==> src/rtl/instr_fetch_reg.sv <==
// Fetch stage plus instruction register: walks the PC, handshakes 16-bit words from memory,
// and presents each latched word with its immediate-extender controle/constante fields.
module instr_fetch_reg #(
  parameter logic [15:0] PC_RESET   = 16'h0000,
  parameter int unsigned MAX_ESPERA = 8
) (
  input  logic        clock_i,
  input  logic        reset_i,
  input  logic        stall_i,
  input  logic        desvio_i,
  input  logic [15:0] desvio_alvo_i,
  output logic        mem_req_o,
  output logic [15:0] mem_addr_o,
  input  logic        mem_ready_i,
  input  logic [15:0] mem_data_i,
  output logic        instr_valid_o,
  output logic [15:0] instrucao_o,
  output logic [15:0] pc_atual_o,
  output logic [1:0]  controle_o,
  output logic [10:0] constante_o,
  output logic        erro_mem_o
);

  typedef enum logic [1:0] {StBusca, StEspera, StEntrega} state_e;

  localparam logic [7:0] EsperaLast = 8'(MAX_ESPERA - 1);

  state_e      state_q, state_d;
  logic [15:0] pc_q, pc_d;
  logic [15:0] instr_q, instr_d;
  logic        valid_q, valid_d;
  logic        req_q, req_d;
  logic        erro_q, erro_d;
  logic [7:0]  cnt_q, cnt_d;

  always_ff @(posedge clock_i) begin
    if (reset_i) begin
      state_q <= StBusca;
      pc_q    <= PC_RESET;
      instr_q <= '0;
      valid_q <= 1'b0;
      req_q   <= 1'b0;
      erro_q  <= 1'b0;
      cnt_q   <= '0;
    end else begin
      state_q <= state_d;
      pc_q    <= pc_d;
      instr_q <= instr_d;
      valid_q <= valid_d;
      req_q   <= req_d;
      erro_q  <= erro_d;
      cnt_q   <= cnt_d;
    end
  end

  always_comb begin
    state_d = state_q;
    pc_d    = pc_q;
    instr_d = instr_q;
    valid_d = valid_q;
    erro_d  = erro_q;
    cnt_d   = cnt_q;
    if (desvio_i) begin
      // Redirect beats stall and any same-cycle memory response.
      pc_d    = desvio_alvo_i;
      valid_d = 1'b0;
      cnt_d   = '0;
      state_d = StBusca;
    end else begin
      unique case (state_q)
        StBusca: state_d = StEspera;
        StEspera: begin
          if (mem_ready_i) begin
            instr_d = mem_data_i;
            pc_d    = pc_q + 16'd1;
            valid_d = 1'b1;
            cnt_d   = '0;
            state_d = StEntrega;
          end else if (cnt_q == EsperaLast) begin
            erro_d  = 1'b1;
            cnt_d   = '0;
            state_d = StBusca;
          end else begin
            cnt_d = cnt_q + 8'd1;
          end
        end
        StEntrega: begin
          if (!stall_i) begin
            valid_d = 1'b0;
            state_d = StBusca;
          end
        end
        default: state_d = StBusca;
      endcase
    end
    // Registered so the request stays low in the first cycle out of reset.
    req_d = (state_d != StEntrega);
  end

  always_comb begin
    controle_o  = 2'b11;
    constante_o = '0;
    case (instr_q[15:11])
      5'b11100: begin
        controle_o  = 2'b00;
        constante_o = instr_q[10:0];
      end
      5'b11101: begin
        controle_o  = 2'b01;
        constante_o = {3'b000, instr_q[7:0]};
      end
      5'b11110: begin
        controle_o  = 2'b10;
        constante_o = {3'b000, instr_q[7:0]};
      end
      default: begin
        controle_o  = 2'b11;
        constante_o = '0;
      end
    endcase
  end

  assign mem_req_o     = req_q;
  assign mem_addr_o    = pc_q;
  assign instr_valid_o = valid_q;
  assign instrucao_o   = instr_q;
  assign pc_atual_o    = pc_q;
  assign erro_mem_o    = erro_q;

endmodule
==> config.mk <==
export PLATFORM = sky130hd
export DESIGN_NAME = instr_fetch_reg
export DESIGN_NICKNAME = d
export VERILOG_FILES = /design/src/rtl/instr_fetch_reg.sv
export SDC_FILE = /design/constraint.sdc
export NUM_CORES = 1
export LEC_CHECK = 0
export ABC_CLOCK_PERIOD_IN_PS = 2800
export CORE_ASPECT_RATIO = 1.75
export CORE_MARGIN = 5
export CORE_UTILIZATION = 42
export DETAILED_ROUTE_END_ITERATION = 10
export GPL_TIMING_DRIVEN = 0
export PLACE_DENSITY = 0.81
export SLEW_MARGIN = 30
export SYNTH_ARGS = -nofsm -noshare
export SYNTH_HDL_FRONTEND = slang
export SYNTH_SLANG_ARGS = --single-unit
==> constraint.sdc <==
create_clock -name clock_i -period 2.8 [get_ports clock_i]
set_input_delay 0.56 -clock clock_i [delete_from_list [all_inputs] [get_ports clock_i]]
set_output_delay 0.56 -clock clock_i [all_outputs]
set_load 0.005 [all_outputs]
==> results of run 1 <==
==> flip-flops by register name, summed over array words and instances, names as in the netlist <==
register       count
cnt_q              8
erro_mem_o         1
instr_valid_o      1
instrucao_o       16
mem_addr_o        16
mem_req_o          1
state_q            2
==> worst max-delay path by stage <==
stage | from | endpoint | slack (ps)
floorplan | mem_ready_i | mem_addr_o[13] | 530
global placement | mem_ready_i | mem_addr_o[13] | 420
detailed placement | mem_ready_i | mem_addr_o[13] | 410
CTS | instrucao_o[14] | constante_o[4] | 310
global route | instrucao_o[15] | constante_o[4] | 160
finish | instrucao_o[14] | constante_o[4] | 330
==> power by group through the flow <==
stage          clock (W)  combinational (W)  sequential (W)
6_report        0.000405           0.000229        0.000691
5_1_grt         0.000449           0.000248        0.000696
4_1_cts         0.000411           0.000230        0.000690
3_5_place_dp           0           0.000229        0.000705
3_3_place_gp           0           0.000226        0.000704
2_1_floorplan          0          0.0000905        0.000701
==> cells in the mapped netlist (3+ instances only) <==
master,count,share of area
sky130_fd_sc_hd__inv_1,5,0.0084
sky130_fd_sc_hd__nand2_1,47,0.079
sky130_fd_sc_hd__or2_2,3,0.0084
sky130_fd_sc_hd__and2_1,11,0.031
sky130_fd_sc_hd__a21oi_1,28,0.063
sky130_fd_sc_hd__nand4_1,6,0.017
sky130_fd_sc_hd__xnor2_1,4,0.016
sky130_fd_sc_hd__dfxtp_1,45,0.40
sky130_fd_sc_hd__a311oi_1,4,0.016
sky130_fd_sc_hd__a211oi_1,6,0.020
sky130_fd_sc_hd__nand3_1,6,0.013
sky130_fd_sc_hd__clkbuf_1,10,0.017
sky130_fd_sc_hd__nor3_1,7,0.016
sky130_fd_sc_hd__o21ai_0,7,0.016
sky130_fd_sc_hd__buf_4,17,0.057
sky130_fd_sc_hd__xor2_1,8,0.031
sky130_fd_sc_hd__nor2_1,27,0.046
==> cell families after synthesis <==
group / count (synthesis) / synth area share
AO/OA/AOI/OAI: 53 / 0.1439
XOR/XNOR: 12 / 0.04722
adder cells (fa/ha/maj): 2 / 0.01124
buffers and inverters: 36 / 0.09387
flip-flops: 45 / 0.4047
multiplexers: 1 / 0.005059
AND/OR/NAND/NOR: 130 / 0.2940
==> layer usage <==
| metal | track usage | up-vias | share of wire |
|---|---|---|---|
| li1 | - | 1152 | - |
| met5 | 0 | - | 0 |
| met2 | 0.3560 | 74 | 0.55 |
| met3 | 0.03277 | 10 | 0.050 |
| met1 | 0.2159 | 1084 | 0.38 |
| met4 | 0.05638 | 0 | 0.018 |
==> critical path, stage by stage (launching register included) <==
cell and delay, ps:
sky130_fd_sc_hd__dfxtp_1 370, sky130_fd_sc_hd__nand3_1 100, sky130_fd_sc_hd__or2_2 300, sky130_fd_sc_hd__nand2_1 180
sky130_fd_sc_hd__and2_1 160, sky130_fd_sc_hd__clkdlybuf4s50_1 500
==> per-stage QoR <==
step	hold slack (ps)	worst slack, ps
floorplan	461.0	529.3
global placement	453.5	422.1
detailed placement	458.7	407.4
CTS	471.2	305.1
global route	498.4	163.1
finish	469.5	327.2
==> cell type report <==
cell class | instances | area, µm² | area share
Multi-Input combinational cell | 198 | 1116 | 0.3316
Clock buffer | 5 | 68.82 | 0.02045
Timing Repair Buffer | 98 | 980.9 | 0.2914
Tap cell | 55 | 68.82 | 0.02045
Clock inverter | 3 | 21.27 | 0.006320
Sequential cell | 45 | 900.9 | 0.2677
Buffer | 30 | 186.4 | 0.05539
Inverter | 6 | 22.52 | 0.006691
==> summary.md, run 1 <==
The run finished with clean final reports. Data arrives at the worst endpoint at 1910 ps. The area growth from synthesis to layout was 51.21%; the post-detailed-route count of antenna-violating nets was 0. For this run, the number of standard cells in the final layout without fillers is 440.

The final hold violation count was 0. Total power per unit cell area: 393.5 nW/µm². Critical path capture point type: an output port. The netlist uses 44 different library cells. The tools report the starting utilization of the core area as 0.4271. For the finished layout, the period the worst path requires is 2473 ps.

The maximum resistive drop on vdd is 341.8 µV. The tools report the final count of negative-setup-slack endpoints as 0. Clock tree synthesis found a total of 45 sinks. The clock skew after layout is 7.652 ps. The die covers 6913 µm². Using the TritonRoute via totals, the vias-per-cell ratio works out to 5.273. The logs give 0.1910 for the global routing usage summed across all routing layers and 2240 ps for the endpoint required time on the critical path. STA classifies the critical path startpoint as a register. Source of the worst register-to-register timing path: mem_addr_o[2]. Post-CTS repair changed the size of 0 cells.

Counting the fill cells in the layout gives 449. Routability-driven placement finished with a final weighted congestion of 0.9201. For the number of slew-limit violations in the final report, the log shows 0. The die width is 65.03 µm, and the remaining routing DRC violations is 0. Along the worst hold path, the cell count comes to 2. After routing, the total negative slack on setup checks comes to 0 ps. Overall power consumption: 0.001324 W.

After detailed routing, the average wire length per cell comes to 14.59 µm. The worst relative slew slack was 0.6469; the die span in y was 106.3 µm. The number of hold buffers added after CTS was 0. The source-to-sink clock delay at the later pin of the worst-skew pair was 290 ps; the first-pass iteration count of the detailed router was 4. The tools report the highest attainable clock frequency as 404.4 MHz. The post-route standard cell area excluding fillers is 3366 µm². The number of standard-cell rows in the floorplan was 35. The half-perimeter wire length after placement is 5024 µm, and the port buffer count is 98. In this run, CTS created clock tree buffers numbering 5. During I/O placement, the number of pins put on the boundary was 101. TritonCTS built the clock tree. The average cell area after synthesis is 7.978 µm², and the sequential group share of total power is 0.522. For the number of H-tree levels, the log shows 2. The worst hold path startpoint is instrucao_o[4]. In this run the worst path has a maximum fanout of 8. The CTS root buffer is sky130_fd_sc_hd__clkbuf_8. In this run the critical register-to-register path is captured at mem_addr_o[13]. Clock transition time at the flip-flop clock pins of the worst setup and hold paths: 90 ps. Summed over all nets, the switching power comes to 0.0003379 W. Number of instances in the placed design: 432. The internal portion of the total power is 0.0009863 W. The count of flip-flops with a built-in enable after synthesis works out to 0. Summed over all layers, the global routing overflow is 0. Setup repair after global routing left no endpoint under its margin. For the worst flop-to-flop path, the logic depth is 5. The fraction of final layout cells with drive strength greater than 1 was 0.08571.

The sequential cell area fraction in the yosys report was 0.4047. At the pin with the least slew margin, the transition time is 529.6 ps. The tools report the global-route wire length before repair as 10630 µm. The pin count of the biggest net entering global routing came out at 16.

Hold path endpoint: instrucao_o[4]. The tools report the number of setup buffers added after CTS as 0. Across the run, the number of max-cap violations was 0. The library cells used most frequently in the layout, excluding fill and tap cells, are 98 x sky130_fd_sc_hd__clkdlybuf4s50_1, 47 x sky130_fd_sc_hd__nand2_1, 45 x sky130_fd_sc_hd__dfxtp_1, 28 x sky130_fd_sc_hd__a21oi_1, 27 x sky130_fd_sc_hd__nor2_1. The setup slack on the worst flop-to-flop path is 580 ps. The core occupancy in the finished layout is 0.6459, and the power share of the combinational group is 0.173. Number of nets in the layout: 423. The commonest non-fill, non-tap cell in the layout is sky130_fd_sc_hd__clkdlybuf4s50_1.

The fraction of registers with async set/reset is 0, and the placeable core region is 5211 µm². Summing over every cut layer, the via total after detailed routing is 2320. The cell area reported after detailed placement is 3276 µm². The register bit count reported by yosys was 45; the static leakage was 1.217 nW. The total nets after synthesis was 318. The proportion of power drawn by the clock network is 0.306.

The path class of the tightest hold or removal check is register to register. The cell count after synthesis came out at 279. The number of antenna diodes in the final layout is 0. The switching power as a share of total power works out to 0.2552.

The clock passes through at most 2 buffers. For this run, the leading register cell type out of synthesis is sky130_fd_sc_hd__dfxtp_1. The via count of the first global-routing pass is 2140, and the post-route clock period utilization is 0.8831. After synthesis the cells add up to 2226 µm². For this block, the initial DRC count from the detailed router was 175. For the final wirelength, the log shows 6419 µm. The critical path in this run is classified as register to output port. The initial antenna violation count is 0, and the synthesis warning total is 0.
Power figures use the tool's default switching activity.
==> inputs of run 2 (changes only) <==
--- a/config.mk
+++ b/config.mk
@@ -11,6 +11,7 @@
 export CORE_UTILIZATION = 42
 export DETAILED_ROUTE_END_ITERATION = 10
 export GPL_TIMING_DRIVEN = 0
+export MAX_ROUTING_LAYER = met4
 export PLACE_DENSITY = 0.81
 export SLEW_MARGIN = 30
 export SYNTH_ARGS = -nofsm -noshare
==> run 2 against run 1 <==
  * Combinational power is essentially flat
  * Final cell count is the same
  * Global-route usage grew 0.53 points
  * Sequential power is essentially flat
  * Clock skew grew 1.1 ps
  * Worst setup slack gained 0.62 ps
  * Power is essentially flat
  * Utilization is the same
  * Highest routed layer unchanged
  * First-iteration DRC count shrank 9.1%
  * Die area is the same
  * Via count grew 0.13%
==> summary.md, run 2 (synthesis results as in run 1) <==
The run finished with clean final reports. The sequential group share of total power came out at 0.521 (about the same). The worst hold path startpoint was instrucao_o[4]. In the layout the commonest cells are 98 x sky130_fd_sc_hd__clkdlybuf4s50_1, 47 x sky130_fd_sc_hd__nand2_1, 45 x sky130_fd_sc_hd__dfxtp_1, 28 x sky130_fd_sc_hd__a21oi_1, 27 x sky130_fd_sc_hd__nor2_1. The logs give 45 (unchanged) for the CTS sink count and 580 ps (about the same) for the setup slack on the worst flop-to-flop path.

The total power per unit cell area is 393.8 nW/µm² (about the same), and the post-route clock period utilization is 0.8829 (about the same). For the switching power summed over all nets, the log shows 0.0003390 W (+0.34%). The global-route wire length before repair was 10630 µm (about the same); the total congestion overflow was 0 (unchanged). The fill cell instance count of the final layout is 449 (unchanged), and the die span in y is 106.3 µm (unchanged).

The tools report the placeable core region as 5211 µm² (unchanged). Top-level port count: 101 (unchanged). The total negative setup slack was 0 ps (unchanged); the average wire length per cell after detail routing was 14.61 µm (+0.12%). First-pass iteration count of the detailed router: 6 (+2). Half-perimeter wire length after placement: 5024 µm (unchanged). The maximum fanout along the worst path works out to 8 (unchanged).

The starting utilization of the core area is 0.4271 (unchanged). The minimum clock period was 2472 ps (-0.6200 ps). The CTS root buffer is sky130_fd_sc_hd__clkbuf_8. The startpoint kind of the worst setup timing path is a register. Critical register-to-register path endpoint: mem_addr_o[13]. The internal power was 0.0009864 W (about the same). The slew at the pin with the worst max-slew slack was 517.4 ps (-12.21 ps).

The port buffer count came out at 98 (unchanged). Final hold violation count: 0 (unchanged). The logs give 2 (unchanged) for the maximum root-to-sink buffer count and 2140 (unchanged) for the via count of the first global-routing pass.

The number of buffers inserted during clock tree synthesis is 5 (unchanged), and the pin count of the biggest net entering global routing is 16 (unchanged). The logs give 2 (unchanged) for the number of H-tree levels and 2323 (+0.13%) for the vias after detailed routing. Worst relative slew slack: 0.6551 (+0.008142). Setup repair after global routing left no endpoint under its margin.

Number of slew-limit violations in the final report: 0 (unchanged). The switching power as a share of total power was 0.2558 (+0.0006364); the maximum resistive drop on vdd was 340.7 µV (-0.31%). The source-to-sink clock delay at the later pin of the worst-skew pair is 300 ps (about the same), and the global routing usage summed across all routing layers is 0.1963 (+0.005304). The clock skew after layout was 8.780 ps (+1.128 ps). The run gives 0 (unchanged) as the initial antenna violation count.

The worst hold path terminates at instrucao_o[4]. The run gives 0 (unchanged) as the count of maximum capacitance violations. Instance count along the most critical hold path: 2 (unchanged). The violation count after the first detailed-route iteration is 159 (-9.1%). The tools report the weighted congestion reported at the end of routability-driven placement as 0.9362 (+1.7%). The tools report the worst path arrival time as 1910 ps (about the same).

The remaining routing DRC violations is 0 (unchanged). The proportion of power drawn by the clock network was 0.306 (about the same). The highest attainable clock frequency came out at 404.5 MHz (about the same).

The tools report the number of setup buffers added after CTS as 0 (unchanged). Overall power consumption: 0.001325 W (about the same). The final wirelength was 6427 µm (+0.12%).

Die width: 65.03 µm (unchanged). The logs give 0.172 (about the same) for the power share of the combinational group and 423 (unchanged) for the number of nets in the layout. The path class of the tightest hold or removal check is register to register. The endpoint required time on the critical path was 2240 ps (about the same). The fraction of final layout cells with drive strength greater than 1 was 0.08571 (unchanged).

Number of vias per cell after detailed routing: 5.280 (+0.13%). The overall die area came out at 6913 µm² (unchanged). The library cell used most frequently in the layout, excluding fill and tap cells, is sky130_fd_sc_hd__clkdlybuf4s50_1.

The post-cts hold buffer count is 0 (unchanged). The startpoint identified for the worst register-to-register timing path is mem_addr_o[3]. The tools report the post-detailed-route count of antenna-violating nets as 0 (unchanged). Count of instances resized after the clock tree is built: 0 (unchanged). The tools report the final count of negative-setup-slack endpoints as 0 (unchanged).

TritonCTS built the clock tree. The tools report the static leakage as 1.217 nW (unchanged). By startpoint and endpoint, the worst setup path is classified as register to output port.

The area growth from synthesis to layout is 51.21% (unchanged). The depth of the most critical reg-to-reg path works out to 5 (unchanged). The critical path capture point type was an output port. The number of inserted diodes was 0 (unchanged); the clock transition time at the flip-flop clock pins of the worst setup and hold paths was 90 ps (about the same). For the number of standard-cell rows in the floorplan, the log shows 35 (unchanged).
## run 2: through the flow
step / hold WS (ps) / util / instances / setup WS [ps] / instance area (µm²)
after global placement: 453.5 / 0.6286 / 432 / 422.1 / 3276
final: 469.6 / 0.6459 / 440 / 327.8 / 3366
after CTS: 471.2 / 0.6459 / 440 / 305.1 / 3366
after detailed placement: 458.7 / 0.6286 / 432 / 407.4 / 3276
after floorplan: 461.0 / - / 279 / 529.3 / 2226
after global routing: 498.4 / 0.6459 / 440 / 163.1 / 3366
## run 2: area by class of cell
cell class / count / area [µm²] / area share
repair buffers: 98 / 980.9 / 0.2914
flip-flops and latches: 45 / 900.9 / 0.2677
plain buffers: 30 / 186.4 / 0.05539
inverters: 6 / 22.52 / 0.006691
well taps: 55 / 68.82 / 0.02045
clock inverters: 3 / 21.27 / 0.006320
clock buffers: 5 / 68.82 / 0.02045
multi-input cells: 198 / 1116 / 0.3316
## run 2: power by group through the flow
stage          clock network, W   logic, W  registers [W]
3_3_place_gp                  0   0.000226       0.000704
6_report               0.000406   0.000228       0.000691
4_1_cts                0.000411   0.000230       0.000690
3_5_place_dp                  0   0.000229       0.000705
5_1_grt                0.000449   0.000248       0.000696
2_1_floorplan                 0  0.0000905       0.000701
## run 2: worst max-delay path by stage
| stage | startpoint | to | slack, ps | cells after the start |
|---|---|---|---|---|
| floorplan | mem_ready_i | mem_addr_o[13] | 530 | 6 |
| global placement | mem_ready_i | mem_addr_o[13] | 420 | 6 |
| global route | instrucao_o[15] | constante_o[4] | 160 | 5 |
| CTS | instrucao_o[14] | constante_o[4] | 310 | 5 |
| detailed placement | mem_ready_i | mem_addr_o[13] | 410 | 6 |
| finish | instrucao_o[14] | constante_o[4] | 330 | 5 |
## run 2: critical path, stage by stage (launching register included)
cell and delay (ps):
sky130_fd_sc_hd__dfxtp_1 370, sky130_fd_sc_hd__nand3_1 100, sky130_fd_sc_hd__or2_2 300, sky130_fd_sc_hd__nand2_1 180, sky130_fd_sc_hd__and2_1 160, sky130_fd_sc_hd__clkdlybuf4s50_1 500
## run 2: layer usage
layer,vias up,track usage,wire length [µm]
li1,1149,-,-
met3,10,0.03171,300
met1,1092,0.2172,2439
met4,0,0.05638,118
met5,-,-,0
met2,72,0.3560,3570
==> inputs of run 3 (changes only) <==
--- a/config.mk
+++ b/config.mk
@@ -5,7 +5,7 @@
 export SDC_FILE = /design/constraint.sdc
 export NUM_CORES = 1
 export LEC_CHECK = 0
-export ABC_CLOCK_PERIOD_IN_PS = 2800
+export ABC_CLOCK_PERIOD_IN_PS = 2750
 export CORE_ASPECT_RATIO = 1.75
 export CORE_MARGIN = 5
 export CORE_UTILIZATION = 42
==> constraint.sdc (replaced) <==
create_clock -name clock_i -period 2.75 [get_ports clock_i]
set_input_delay 0.55 -clock clock_i [delete_from_list [all_inputs] [get_ports clock_i]]
set_output_delay 0.55 -clock clock_i [all_outputs]
set_load 0.005 [all_outputs]
==> results of run 3 <==
The final DEF is identical to that of run 2. Status: finished clean.
Main changes from that run: setup slack after placement 407.4 ps -> 367.4 ps; setup slack after layout 327.8 ps -> 287.8 ps; register-to-register setup slack 580 ps -> 530 ps; total power 0.001325 W -> 0.001350 W; worst IR drop on VDD 340.7 µV -> 346.9 µV
